==> src/rtl/tx_arb_req_recorder.sv <==
// Arrival-order recorder for Tx-arbiter requests: one queue slot per pending source,
// exposes the two oldest entries and lets the arbiter retire either of them.

module tx_arb_req_recorder_cfg_chk #(
  parameter int NUM_SRC    = 5,
  parameter int FIFO_DEPTH = 8
) ();
  // One entry per source at most, so the queue can never overflow if it holds all sources.
  if (FIFO_DEPTH < NUM_SRC) begin : g_depth_too_small
    $error("tx_arb_req_recorder: FIFO_DEPTH (%0d) < NUM_SRC (%0d)", FIFO_DEPTH, NUM_SRC);
  end
endmodule

module tx_arb_req_recorder #(
  parameter int SRC_WIDTH  = 3,
  parameter int NUM_SRC    = 5,
  parameter int FIFO_DEPTH = 8,
  localparam int CNT_W     = $clog2(FIFO_DEPTH + 1)
) (
  input  logic                 clk,
  input  logic                 arst,
  input  logic [NUM_SRC-1:0]   req_i,
  input  logic [1:0]           pop_sel_i,
  output logic [SRC_WIDTH-1:0] head_src_o,
  output logic [SRC_WIDTH-1:0] next_src_o,
  output logic [CNT_W-1:0]     count_o,
  output logic                 empty_o,
  output logic                 pop_err_o
);

  tx_arb_req_recorder_cfg_chk #(
    .NUM_SRC    (NUM_SRC),
    .FIFO_DEPTH (FIFO_DEPTH)
  ) u_cfg_chk ();

  logic [SRC_WIDTH-1:0] entry_q [FIFO_DEPTH];
  logic [SRC_WIDTH-1:0] entry_d [FIFO_DEPTH];
  logic [CNT_W-1:0]     count_q, count_d;
  logic [NUM_SRC-1:0]   pending_q, pending_d;
  logic                 empty_q, empty_d;
  logic                 pop_err_q, pop_err_d;

  logic [NUM_SRC-1:0]   new_s;
  logic [NUM_SRC-1:0]   clr_s;
  logic                 pop_head_s, pop_second_s;
  logic [SRC_WIDTH-1:0] popped_src_s;
  logic [CNT_W-1:0]     cnt_pop_s, new_cnt_s;

  // Next-state: validate the pop, apply it, then append fresh requests in code order.
  always_comb begin
    int slot;
    pop_head_s   = 1'b0;
    pop_second_s = 1'b0;
    pop_err_d    = 1'b0;
    popped_src_s = {SRC_WIDTH{1'b0}};
    cnt_pop_s    = count_q;
    new_cnt_s    = {CNT_W{1'b0}};
    clr_s        = {NUM_SRC{1'b0}};
    slot         = 0;
    for (int k = 0; k < FIFO_DEPTH; k++) begin
      entry_d[k] = entry_q[k];
    end

    case (pop_sel_i)
      2'b00: begin
        pop_err_d = 1'b0;
      end
      2'b01: begin
        if (count_q != {CNT_W{1'b0}}) pop_head_s = 1'b1;
        else                          pop_err_d  = 1'b1;
      end
      2'b10: begin
        if (count_q >= CNT_W'(2)) pop_second_s = 1'b1;
        else                      pop_err_d    = 1'b1;
      end
      default: begin
        pop_err_d = 1'b1;
      end
    endcase

    if (pop_head_s) begin
      popped_src_s = entry_q[0];
      for (int k = 0; k < FIFO_DEPTH - 1; k++) begin
        entry_d[k] = entry_q[k+1];
      end
      entry_d[FIFO_DEPTH-1] = {SRC_WIDTH{1'b0}};
      cnt_pop_s = count_q - CNT_W'(1);
    end else if (pop_second_s) begin
      popped_src_s = entry_q[1];
      for (int k = 1; k < FIFO_DEPTH - 1; k++) begin
        entry_d[k] = entry_q[k+1];
      end
      entry_d[FIFO_DEPTH-1] = {SRC_WIDTH{1'b0}};
      cnt_pop_s = count_q - CNT_W'(1);
    end else begin
      popped_src_s = {SRC_WIDTH{1'b0}};
    end

    // Codes start at 1, so a zero popped code never matches any source.
    for (int i = 0; i < NUM_SRC; i++) begin
      clr_s[i] = (popped_src_s == SRC_WIDTH'(i + 1));
    end

    new_s = req_i & ~pending_q;
    slot  = int'(cnt_pop_s);
    for (int i = 0; i < NUM_SRC; i++) begin
      if (new_s[i]) begin
        for (int k = 0; k < FIFO_DEPTH; k++) begin
          if (k == slot) entry_d[k] = SRC_WIDTH'(i + 1);
          else           entry_d[k] = entry_d[k];
        end
        slot      = slot + 1;
        new_cnt_s = new_cnt_s + CNT_W'(1);
      end else begin
        slot = slot;
      end
    end

    pending_d = (pending_q & ~clr_s) | new_s;
    count_d   = cnt_pop_s + new_cnt_s;
    empty_d   = (count_d == {CNT_W{1'b0}});
  end

  // State registers; async reset drops every queued request.
  always_ff @(posedge clk or posedge arst) begin
    if (arst) begin
      for (int k = 0; k < FIFO_DEPTH; k++) begin
        entry_q[k] <= {SRC_WIDTH{1'b0}};
      end
      count_q   <= {CNT_W{1'b0}};
      pending_q <= {NUM_SRC{1'b0}};
      empty_q   <= 1'b1;
      pop_err_q <= 1'b0;
    end else begin
      for (int k = 0; k < FIFO_DEPTH; k++) begin
        entry_q[k] <= entry_d[k];
      end
      count_q   <= count_d;
      pending_q <= pending_d;
      empty_q   <= empty_d;
      pop_err_q <= pop_err_d;
    end
  end

  assign head_src_o = entry_q[0];
  assign next_src_o = entry_q[1];
  assign count_o    = count_q;
  assign empty_o    = empty_q;
  assign pop_err_o  = pop_err_q;

endmodule

==> config.mk <==
export PLATFORM = sky130hd
export DESIGN_NAME = tx_arb_req_recorder
export DESIGN_NICKNAME = d
export VERILOG_FILES = /design/src/rtl/tx_arb_req_recorder.sv
export SDC_FILE = /design/constraint.sdc
export NUM_CORES = 1
export LEC_CHECK = 0
export ABC_AREA = 1
export BUFFER_PORTS_ARGS = -buffer_cell sky130_fd_sc_hd__buf_2
export CAP_MARGIN = 25
export CORE_ASPECT_RATIO = 0.8
export CORE_MARGIN = 5
export CORE_UTILIZATION = 60
export DETAILED_ROUTE_END_ITERATION = 8
export PLACE_DENSITY_LB_ADDON = 0.3
export SLEW_MARGIN = 20
export SYNTH_ARGS = -nofsm -noshare
export SYNTH_HDL_FRONTEND = slang
export SYNTH_SLANG_ARGS = --single-unit
==> constraint.sdc <==
create_clock -name clk -period 5.3 [get_ports clk]
set_input_delay 0.265 -clock clk [delete_from_list [all_inputs] [get_ports clk]]
set_output_delay 0.265 -clock clk [all_outputs]
set_load 0.005 [all_outputs]
[Yosys cells after proc, flatten, opt, wreduce, memory -nomap -nowiden]
Index checks and enable logic that the tools add are counted.
Cells by class
  add/subtract/negate cells: 10
  $lt $le $gt $ge: 1
  equal/unequal tests: 42
  multiplexer cells: 68
  bitwise operators: 5
  reduce and logical (&&, ||, !) cells: 8
Operators by type and width (count)
  == test 4 x 32 -> 1 bit (first input constant): 16
  == test 3 x 32 -> 1 bit (first input constant): 8
  2-to-1 mux 3 bit: 43
  == test 2 x 32 -> 1 bit (first input constant): 4
  logical NOT 32 bit: 4
  2-to-1 mux 24 bit: 5
  adder 32 x 2 -> 32 bit (second input constant): 3
  2-to-1 mux 32 bit: 3
  2-to-1 mux 21 bit: 2
  2-to-1 mux 4 bit: 6
  adder 4 x 1 -> 4 bit (second input constant): 4
  == test 4 bit (first input constant): 4
  bitwise AND 5 bit: 2
  inverter 5 bit: 2
  == test 3 x 4 -> 1 bit (first input constant): 2
  logical NOT 4 bit: 2
  2-to-1 mux 1 bit: 7
  == test 3 x 2 -> 1 bit (second input constant): 2
  == test 3 bit (second input constant): 2
  adder 4 x 1 -> 5 bit (second input constant): 1
  2-to-1 mux 5 bit: 1
  OR 5 bit: 1
  adder 4 bit: 1
  == test 2 x 4 -> 1 bit (first input constant): 1
  other kinds (8): 8
Word-level totals
  bits in registers: 35
  bits of input ports: 9
  word-level logic and storage cells: 146

[Depth between registers and ports, before layout]
Gate-level depths: netlist (run 1).
  depth after elaboration: 16
  depth in mapped cells: 27
  depth with buffers taken out: 27

[Worst setup path before layout (run 1)]
No wires, ideal clock.
  kind: register to register
  start: reg count_q[0], in the netlist count_o[0]
  end: reg entry_q[14] (netlist bit)
  library setup time: 65 ps
  arrival time: 3967 ps
  setup slack: 1268 ps
  cell stages (with the launch flop): 28
  path buffers: 0
  period minus slack after synthesis: 4032 ps
  path through: dfrtp_1 inv_1 ha_1 nor2_1 nand2_1 nand2_4 nand2_4 nand2_1 nand2_1 ha_1 or2_2 nand2_2 ha_1 nand2_1 nand2_1 ha_1 or2_2 nand2_1 ha_1 nand2_1 inv_1 nand2_2 nand3b_4 nand2_2 nand2_4 nor2_8 nand2_2 nand2_1
RTL lines
  start, declared: RTL line 38  | logic [CNT_W-1:0] count_q, count_d;
  start signal, assigned: RTL line 130  | count_q <= {CNT_W{1'b0}};
  start signal, assigned: RTL line 138  | count_q <= count_d;
  end signal, assigned by index: RTL line 128  | entry_q[k] <= {SRC_WIDTH{1'b0}};
  end signal, assigned by index: RTL line 136  | entry_q[k] <= entry_d[k];
  end, declared: RTL line 36  | logic [SRC_WIDTH-1:0] entry_q [FIFO_DEPTH];

==> flow_summary.rst, run 1 <==
.. list-table::
   :header-rows: 1

   * - Metric
     - Value
   * - Cell area after placement
     - 0.00380 mm²
   * - Worst R2R Start
     - count_o[0]
   * - Count of placed standard cells in the final layout, fillers left out
     - 651
   * - Setup violators final
     - 0
   * - Number of max-capacitance violations reported
     - 0
   * - Unrepaired setup endpoints after global routing
     - false
   * - Clock insertion delay at the later pin of the skew report
     - 310 ps
   * - Cell type of the slowest stage on the worst timing path
     - dfrtp_1
   * - Achievable clock frequency
     - 213 MHz
   * - Fraction of synthesized area in multiplexers
     - 0
   * - Register-to-Register Path Depth
     - 25
   * - End of the critical path
     - entry_q[16]
   * - Number of instances in the synthesized netlist
     - 552
   * - Share of synthesized cell area in and, or, nand and nor gates
     - 0.476
   * - Final Max Slew Viols
     - 0
   * - Die area
     - 0.00776 mm²
   * - Final WL
     - 9480 µm
   * - RD Place Congestion
     - 0.978
   * - Number of synthesized register bits
     - 35
   * - Effective utilization at floorplan
     - 0.618
   * - Placement row count
     - 25
   * - Static leakage
     - 2.15 nW
   * - Pwr per Cell Area
     - 584 mW/mm²
   * - Proportion of layout cells with a drive suffix above 1
     - 0.181
   * - Number of antenna repair diodes
     - 0
   * - Synth Cell Area
     - 0.00365 mm²
   * - Cell class contributing the biggest share of worst-path delay
     - simple AND/OR/NAND/NOR gates
   * - Fill cells
     - 519
   * - GRT Util Overall
     - 0.254
   * - Worst reg-to-reg setup slack
     - 600 ps
   * - Main synth FF type
     - dfrtp_1
   * - Iteration-0 DRC count of the detailed router
     - 366
   * - Count of unresolved DRC violations after routing
     - 0
   * - Sinks on the clock net
     - 35
   * - Share of the cycle needed by the critical path after routing
     - 0.887
   * - Crit path launch type
     - register
   * - Sequential-to-total area share from yosys stat
     - 0.240
   * - Yosys warning count
     - 0
   * - Logic depth of the worst path, buffers included
     - 25
   * - Wire length of the first global-routing pass
     - 15800 µm
   * - Net count after synthesis
     - 588
   * - Min-Delay Path Class
     - in2async
   * - Crit-path max FO
     - 27
   * - Adder-cell share of the synthesized area
     - 0.0945
   * - Bufs and invs on worst path
     - 2
   * - Minimum clock period after layout
     - 4700 ps
   * - Post-CTS Setup Inserts
     - 0
   * - Clock root buffer master
     - clkbuf_8
   * - Actual transition at the worst max-transition pin
     - 697 ps
   * - Number of global-route vias before repair
     - 3255
   * - Xor-xnor portion of the synthesized cell area
     - 0.0168
   * - Worst path most repeated cell
     - nand2_1
   * - Kind of critical path
     - reg2reg
   * - Multi-input gate area in the final layout
     - 0.00239 mm²
   * - Worst slew margin relative to its limit
     - 0.530
   * - Wire per inst
     - 14.6 µm
   * - Storage element area
     - 877 µm²
   * - CP max stage delay
     - 430 ps
   * - Vias per cell
     - 5.47
   * - Area fraction in compound gates after synthesis
     - 0.0671
   * - Worst Setup SP
     - count_o[0]
   * - Number of buffers on the longest clock path
     - 2
   * - Number of instances resized during post-cts repair
     - 0
   * - Crit path capture type
     - register
   * - Synthesized area per cell
     - 6.62 µm²
   * - Number of clock buffers inserted by TritonCTS
     - 5
   * - Fin util
     - 0.657
   * - Max VDD drop
     - 0.466 mV
   * - Placeable core area
     - 0.00591 mm²
   * - Most common library cell in the layout ignoring fill and taps
     - nand2_1
   * - Clock Skew
     - 11.5 ps
   * - Detailed-placement wirelength estimate
     - 7600 µm
   * - Number of enable-type register cells in the synthesized netlist
     - 0
   * - Number of vias in the routed layout
     - 3559
   * - Cell variety after synth
     - 37
   * - Number of hold-repair buffers added at the cts stage
     - 0
   * - Number of antenna violations at the first check in global routing
     - 0
   * - Clock tree from TritonCTS
     - yes
   * - Inst Count DP
     - 643
   * - Quantity of I/O buffers inserted on ports
     - 20
   * - Worst EP required
     - 5490 ps
   * - Count of nets left with antenna violations after detail routing
     - 0
   * - Accumulated negative setup slack
     - 0 ps
   * - Height of the chip
     - 79.8 µm
   * - Combinational family with the most area after synthesis
     - simple AND/OR/NAND/NOR gates
   * - Run status
     - finished clean
   * - Reg2Reg Capture Point
     - entry_q[16]
   * - # H-tree levels
     - 2
   * - Highest-count cells in the layout ignoring fill and taps
     - nand2_1, inv_1, nand3_1
   * - Clock transition time at the flip-flop clock pins of the worst setup and hold paths
     - 80 ps
   * - Layout net count
     - 605
   * - Area growth syn-to-layout
     - 6.30%
   * - Final design instance area without fill
     - 0.00388 mm²
   * - Drt pass-1 iters
     - 5
   * - Io pins
     - 21
   * - Arrival time at the worst endpoint
     - 4890 ps
   * - Share of async-settable or async-resettable flops after synthesis
     - 1.00
   * - Residual overflow from global routing
     - 0
   * - Largest net degree at the start of global routing
     - 36
   * - Horizontal extent of the die
     - 97.3 µm
   * - Final Hold Vio Count
     - 0
-- kinds of logic after synthesis --
logic type                 Yosys count
buffers and inverters               95
adders and majority gates           27
AOI/OAI and AO/OA                   40
xor gates and xnor gates             7
DFF                                 35
and+or+nand+nor                    348
-- worst min-delay path by stage --
stage / cells after the start / from / end / slack [ps]
2_1_floorplan: 1 / arst / count_o[0] / 420
3_3_place_gp: 3 / arst / pop_err_o / 390
3_5_place_dp: 3 / arst / pop_err_o / 400
4_1_cts: 3 / arst / pop_err_o / 70
5_1_grt: 3 / arst / pop_err_o / 100
6_report: 3 / arst / pop_err_o / 50
-- cell type report --
type / count / area share
clock inverter: 2 / 0.00322
clock buffer: 6 / 0.0187
inverter: 83 / 0.0808
timing repair buffer: 22 / 0.0296
sequential: 35 / 0.226
tap: 81 / 0.0261
multi-input combinational: 422 / 0.616
-- per-layer routing --
metal,vias to the layer above,global-route usage,wire length [µm]
met3,13,0.0454,940
met1,1607,0.357,4330
met2,174,0.411,4090
met5,-,0,0
li1,1765,-,-
met4,0,0.0553,125
-- power breakdown --
part,leakage (nW),internal [W],total (W),switching (W)
combinational,1.68,0.000524,0.00161,0.00109
sequential,0.428,0.000379,0.000455,0.0000765
clock,0.0412,0.0000921,0.000204,0.000112
-- state kept, by name, indices dropped and copies added, names as in the netlist --
name / count
pop_err_o: 1
entry_q: 18
head_src_o: 3
count_o: 4
pending_q: 5
empty_o: 1
next_src_o: 3
-- through the flow --
stage	worst slack [ps]	hold WS, ps	power, W
2_1_floorplan	1270	419	0.00169
3_3_place_gp	801	389	0.00198
3_5_place_dp	700	395	0.00203
4_1_cts	682	67.5	0.00224
5_1_grt	245	102	0.00250
6_report	600	46.4	0.00227
-- synth_stat cells (6+ instances only) --
master | instances | area share
nand2_1 | 158 | 0.16
nor2_1 | 60 | 0.062
ha_1 | 26 | 0.089
inv_2 | 9 | 0.0092
inv_1 | 72 | 0.074
nand2_4 | 11 | 0.034
buf_4 | 7 | 0.014
a31oi_1 | 6 | 0.010
dfrtp_1 | 34 | 0.23
nor2_2 | 6 | 0.010
nand3_2 | 6 | 0.016
o211ai_1 | 13 | 0.027
nand3_1 | 62 | 0.085
nand2_2 | 24 | 0.041
o21ai_0 | 14 | 0.019
-- worst register-to-register path: stages, from the launching register on --
cell	delay, ps
dfrtp_1	430
inv_1	130
ha_1	230
nand2_1	80
nand2_2	160
nand2_4	280
nand2_1	130
nand2_2	160
ha_1	250
or2_2	300
nand2_2	140
ha_1	250
nand2_1	60
nand2_1	110
ha_1	300
or2_2	300
nand2_1	150
ha_1	170
nand2_1	80
inv_1	110
nand2_2	70
nand3b_4	150
nand2_2	100
nand3_2	170
nor2_1	220
nor2_1	70
Power figures use the tool's default switching activity.
==> run 2: changes to the inputs <==
==> constraint.sdc (replaced) <==
create_clock -name clk -period 4.4 [get_ports clk]
set_input_delay 0.22 -clock clk [delete_from_list [all_inputs] [get_ports clk]]
set_output_delay 0.22 -clock clk [all_outputs]
set_load 0.005 [all_outputs]
==> run 2 against run 1 <==
  * Clock skew shrank 2.1 ps
  * Hold slack lost 19 ps
  * Cell count grew 2.0%
  * Critical path type unchanged
  * Critical endpoint is now entry_q[4]
==> flow_summary.rst, run 2 (same netlist as run 1, synthesis figures left out) <==
.. list-table::
   :header-rows: 1

   * - Metric
     - Value
   * - Run status
     - finished clean
   * - Iteration-0 DRC count of the detailed router
     - 325 (-11%)
   * - Share of the cycle needed by the critical path after routing
     - 0.945 (+0.0578)
   * - Static leakage
     - 2.24 nW (+4.2%)
   * - Number of max-capacitance violations reported
     - 0 (unchanged)
   * - Clock Skew
     - 9.48 ps (-2.06 ps)
   * - Max VDD drop
     - 0.600 mV (+29%)
   * - Most common library cell in the layout ignoring fill and taps
     - nand2_1
   * - Number of flip-flops under the largest register name
     - 18 (unchanged)
   * - Sinks on the clock net
     - 35 (unchanged)
   * - Final WL
     - 9870 µm (+4.2%)
   * - RD Place Congestion
     - 0.962 (-1.6%)
   * - Count of nets left with antenna violations after detail routing
     - 0 (unchanged)
   * - Clock insertion delay at the later pin of the skew report
     - 290 ps (-20 ps)
   * - Combinational share of power
     - 0.700 (-0.010)
   * - Int Power
     - 0.00138 W (+38%)
   * - Cell area after placement
     - 0.00382 mm² (+0.59%)
   * - Wire length of the first global-routing pass
     - 16100 µm (+1.6%)
   * - Worst reg-to-reg setup slack
     - 240 ps (-360 ps)
   * - Layout net count
     - 618 (+2.1%)
   * - Height of the chip
     - 79.8 µm (unchanged)
   * - Final Worst Setup Slack
     - 244 ps (-356 ps)
   * - Wire per inst
     - 14.9 µm (+2.1%)
   * - Clock root buffer master
     - clkbuf_8
   * - Horizontal extent of the die
     - 97.3 µm (unchanged)
   * - Highest-count cells in the layout ignoring fill and taps
     - nand2_1, inv_1, nand3_1
   * - Final Max Slew Viols
     - 0 (unchanged)
   * - Number of antenna violations at the first check in global routing
     - 0 (unchanged)
   * - Number of clock buffers inserted by TritonCTS
     - 5 (unchanged)
   * - Io pins
     - 21 (unchanged)
   * - Pwr per Cell Area
     - 726 mW/mm² (+24%)
   * - Crit-path max FO
     - 6 (-78%)
   * - Share of total power in sequential cells
     - 0.181 (-0.020)
   * - Arrival time at the worst endpoint
     - 4330 ps (-560 ps)
   * - Achievable clock frequency
     - 241 MHz (+13%)
   * - Setup violators final
     - 0 (unchanged)
   * - GRT Util Overall
     - 0.258 (+0.00344)
   * - Dpl ws
     - -16.7 ps (-716 ps)
   * - Residual overflow from global routing
     - 0 (unchanged)
   * - Number of global-route vias before repair
     - 3364 (+3.3%)
   * - Crit path capture type
     - register
   * - Clock tree from TritonCTS
     - yes
   * - Count of unresolved DRC violations after routing
     - 0 (unchanged)
   * - Worst path most repeated cell
     - ha_1
   * - CP max stage delay
     - 370 ps (-60 ps)
   * - Bufs and invs on worst path
     - 1 (-1)
   * - Min-Delay Path Class
     - in2async
   * - Quantity of I/O buffers inserted on ports
     - 20 (unchanged)
   * - Actual transition at the worst max-transition pin
     - 667 ps (-30.1 ps)
   * - Kind of critical path
     - reg2reg
   * - Share of total power in the clock network
     - 0.120 (+0.030)
   * - Switching share of power
     - 0.536 (-0.0256)
   * - Number of antenna repair diodes
     - 0 (unchanged)
   * - Final design instance area without fill
     - 0.00409 mm² (+5.2%)
   * - Crit path launch type
     - register
   * - Placeable core area
     - 0.00591 mm² (unchanged)
   * - Drt pass-1 iters
     - 6 (+1)
   * - Effective utilization at floorplan
     - 0.618 (unchanged)
   * - Fin util
     - 0.691 (+0.0341)
   * - Number of vias in the routed layout
     - 3688 (+3.6%)
   * - Register with the most flip-flops
     - entry_q
   * - Number of buffers on the longest clock path
     - 2 (unchanged)
   * - Largest net degree at the start of global routing
     - 36 (unchanged)
   * - Detailed-placement wirelength estimate
     - 7540 µm (-0.87%)
   * - Total net switching power
     - 0.00159 W (+25%)
   * - Cell type of the slowest stage on the worst timing path
     - dfrtp_1
   * - Die area
     - 0.00776 mm² (unchanged)
   * - Worst slew margin relative to its limit
     - 0.550 (+0.0203)
   * - Area growth syn-to-layout
     - 11.8%
   * - Cell class contributing the biggest share of worst-path delay
     - simple AND/OR/NAND/NOR gates
   * - Vias per cell
     - 5.55 (+1.6%)
   * - Final Hold Vio Count
     - 0 (unchanged)
   * - Minimum clock period after layout
     - 4160 ps (-544 ps)
   * - Worst EP required
     - 4580 ps (-910 ps)
   * - Clock transition time at the flip-flop clock pins of the worst setup and hold paths
     - 80 ps (about the same)
   * - Placement row count
     - 25 (unchanged)
   * - # H-tree levels
     - 2 (unchanged)
   * - Proportion of layout cells with a drive suffix above 1
     - 0.223 (+0.0423)
==> run 2: routing by layer <==
layer | GRT usage | wire (µm) | part of all wire | up-vias
met5 | 0 | 0 | 0 | -
met4 | 0.0747 | 255 | 0.026 | 0
met3 | 0.0638 | 812 | 0.082 | 35
met2 | 0.404 | 4290 | 0.43 | 154
met1 | 0.354 | 4520 | 0.46 | 1710
li1 | - | - | - | 1789
==> run 2: repair_timing <==
item / 4_1_cts / 5_1_grt
setup buffers: 1 / 9
hold buffers: 0 / 0
endpoints found under the setup margin: 2 / 24
pin swaps: 0 / 8
gates resized for setup: 1 / 18
==> run 2: layout make-up <==
type / count / area [µm²]
clock buffer: 6 / 72.6
timing repair buffer: 35 / 213
multi-input combinational: 422 / 2450
inverter: 83 / 314
sequential: 35 / 878
tap: 81 / 101
fill: 483 / 1830
clock inverter: 2 / 60.1
==> run 2: tightest hold or removal path, stage by stage <==
cell   delay (ps)
buf_2         100
inv_1          40
buf_4         400
==> run 2: power groups by stage <==
stage	registers [W]	clock network [W]	logic, W
6_report	0.000536	0.000355	0.00208
5_1_grt	0.000553	0.000377	0.00231
4_1_cts	0.000534	0.000359	0.00195
3_5_place_dp	0.000544	0	0.00192
3_3_place_gp	0.000542	0	0.00186
2_1_floorplan	0.000528	0	0.00150
==> run 2: worst paths after layout <==
| check | from | endpoint | depth (start not counted) |
|---|---|---|---|
| setup reg to reg | count_o[0] | entry_q[4] | 25 |
| setup / recovery | count_o[0] | entry_q[4] | 25 |
| hold / removal | arst | pop_err_o | 3 |
| min in group clk | pop_sel_i[1] | pop_err_o | 3 |
| max in group asynchronous | arst | empty_o | 3 |
| hold reg to reg | pending_q[2] | pending_q[2] | 2 |
==> run 2: per-stage QoR <==
step,instances,setup TNS (ps),hold slack [ps],power [W]
6_report,664,0,27.5,0.00297
5_1_grt,664,-53.6,90.1,0.00324
4_1_cts,655,0,36.1,0.00284
3_5_place_dp,646,-16.7,356,0.00246
3_3_place_gp,646,0,346,0.00240
2_1_floorplan,552,0,374,0.00203
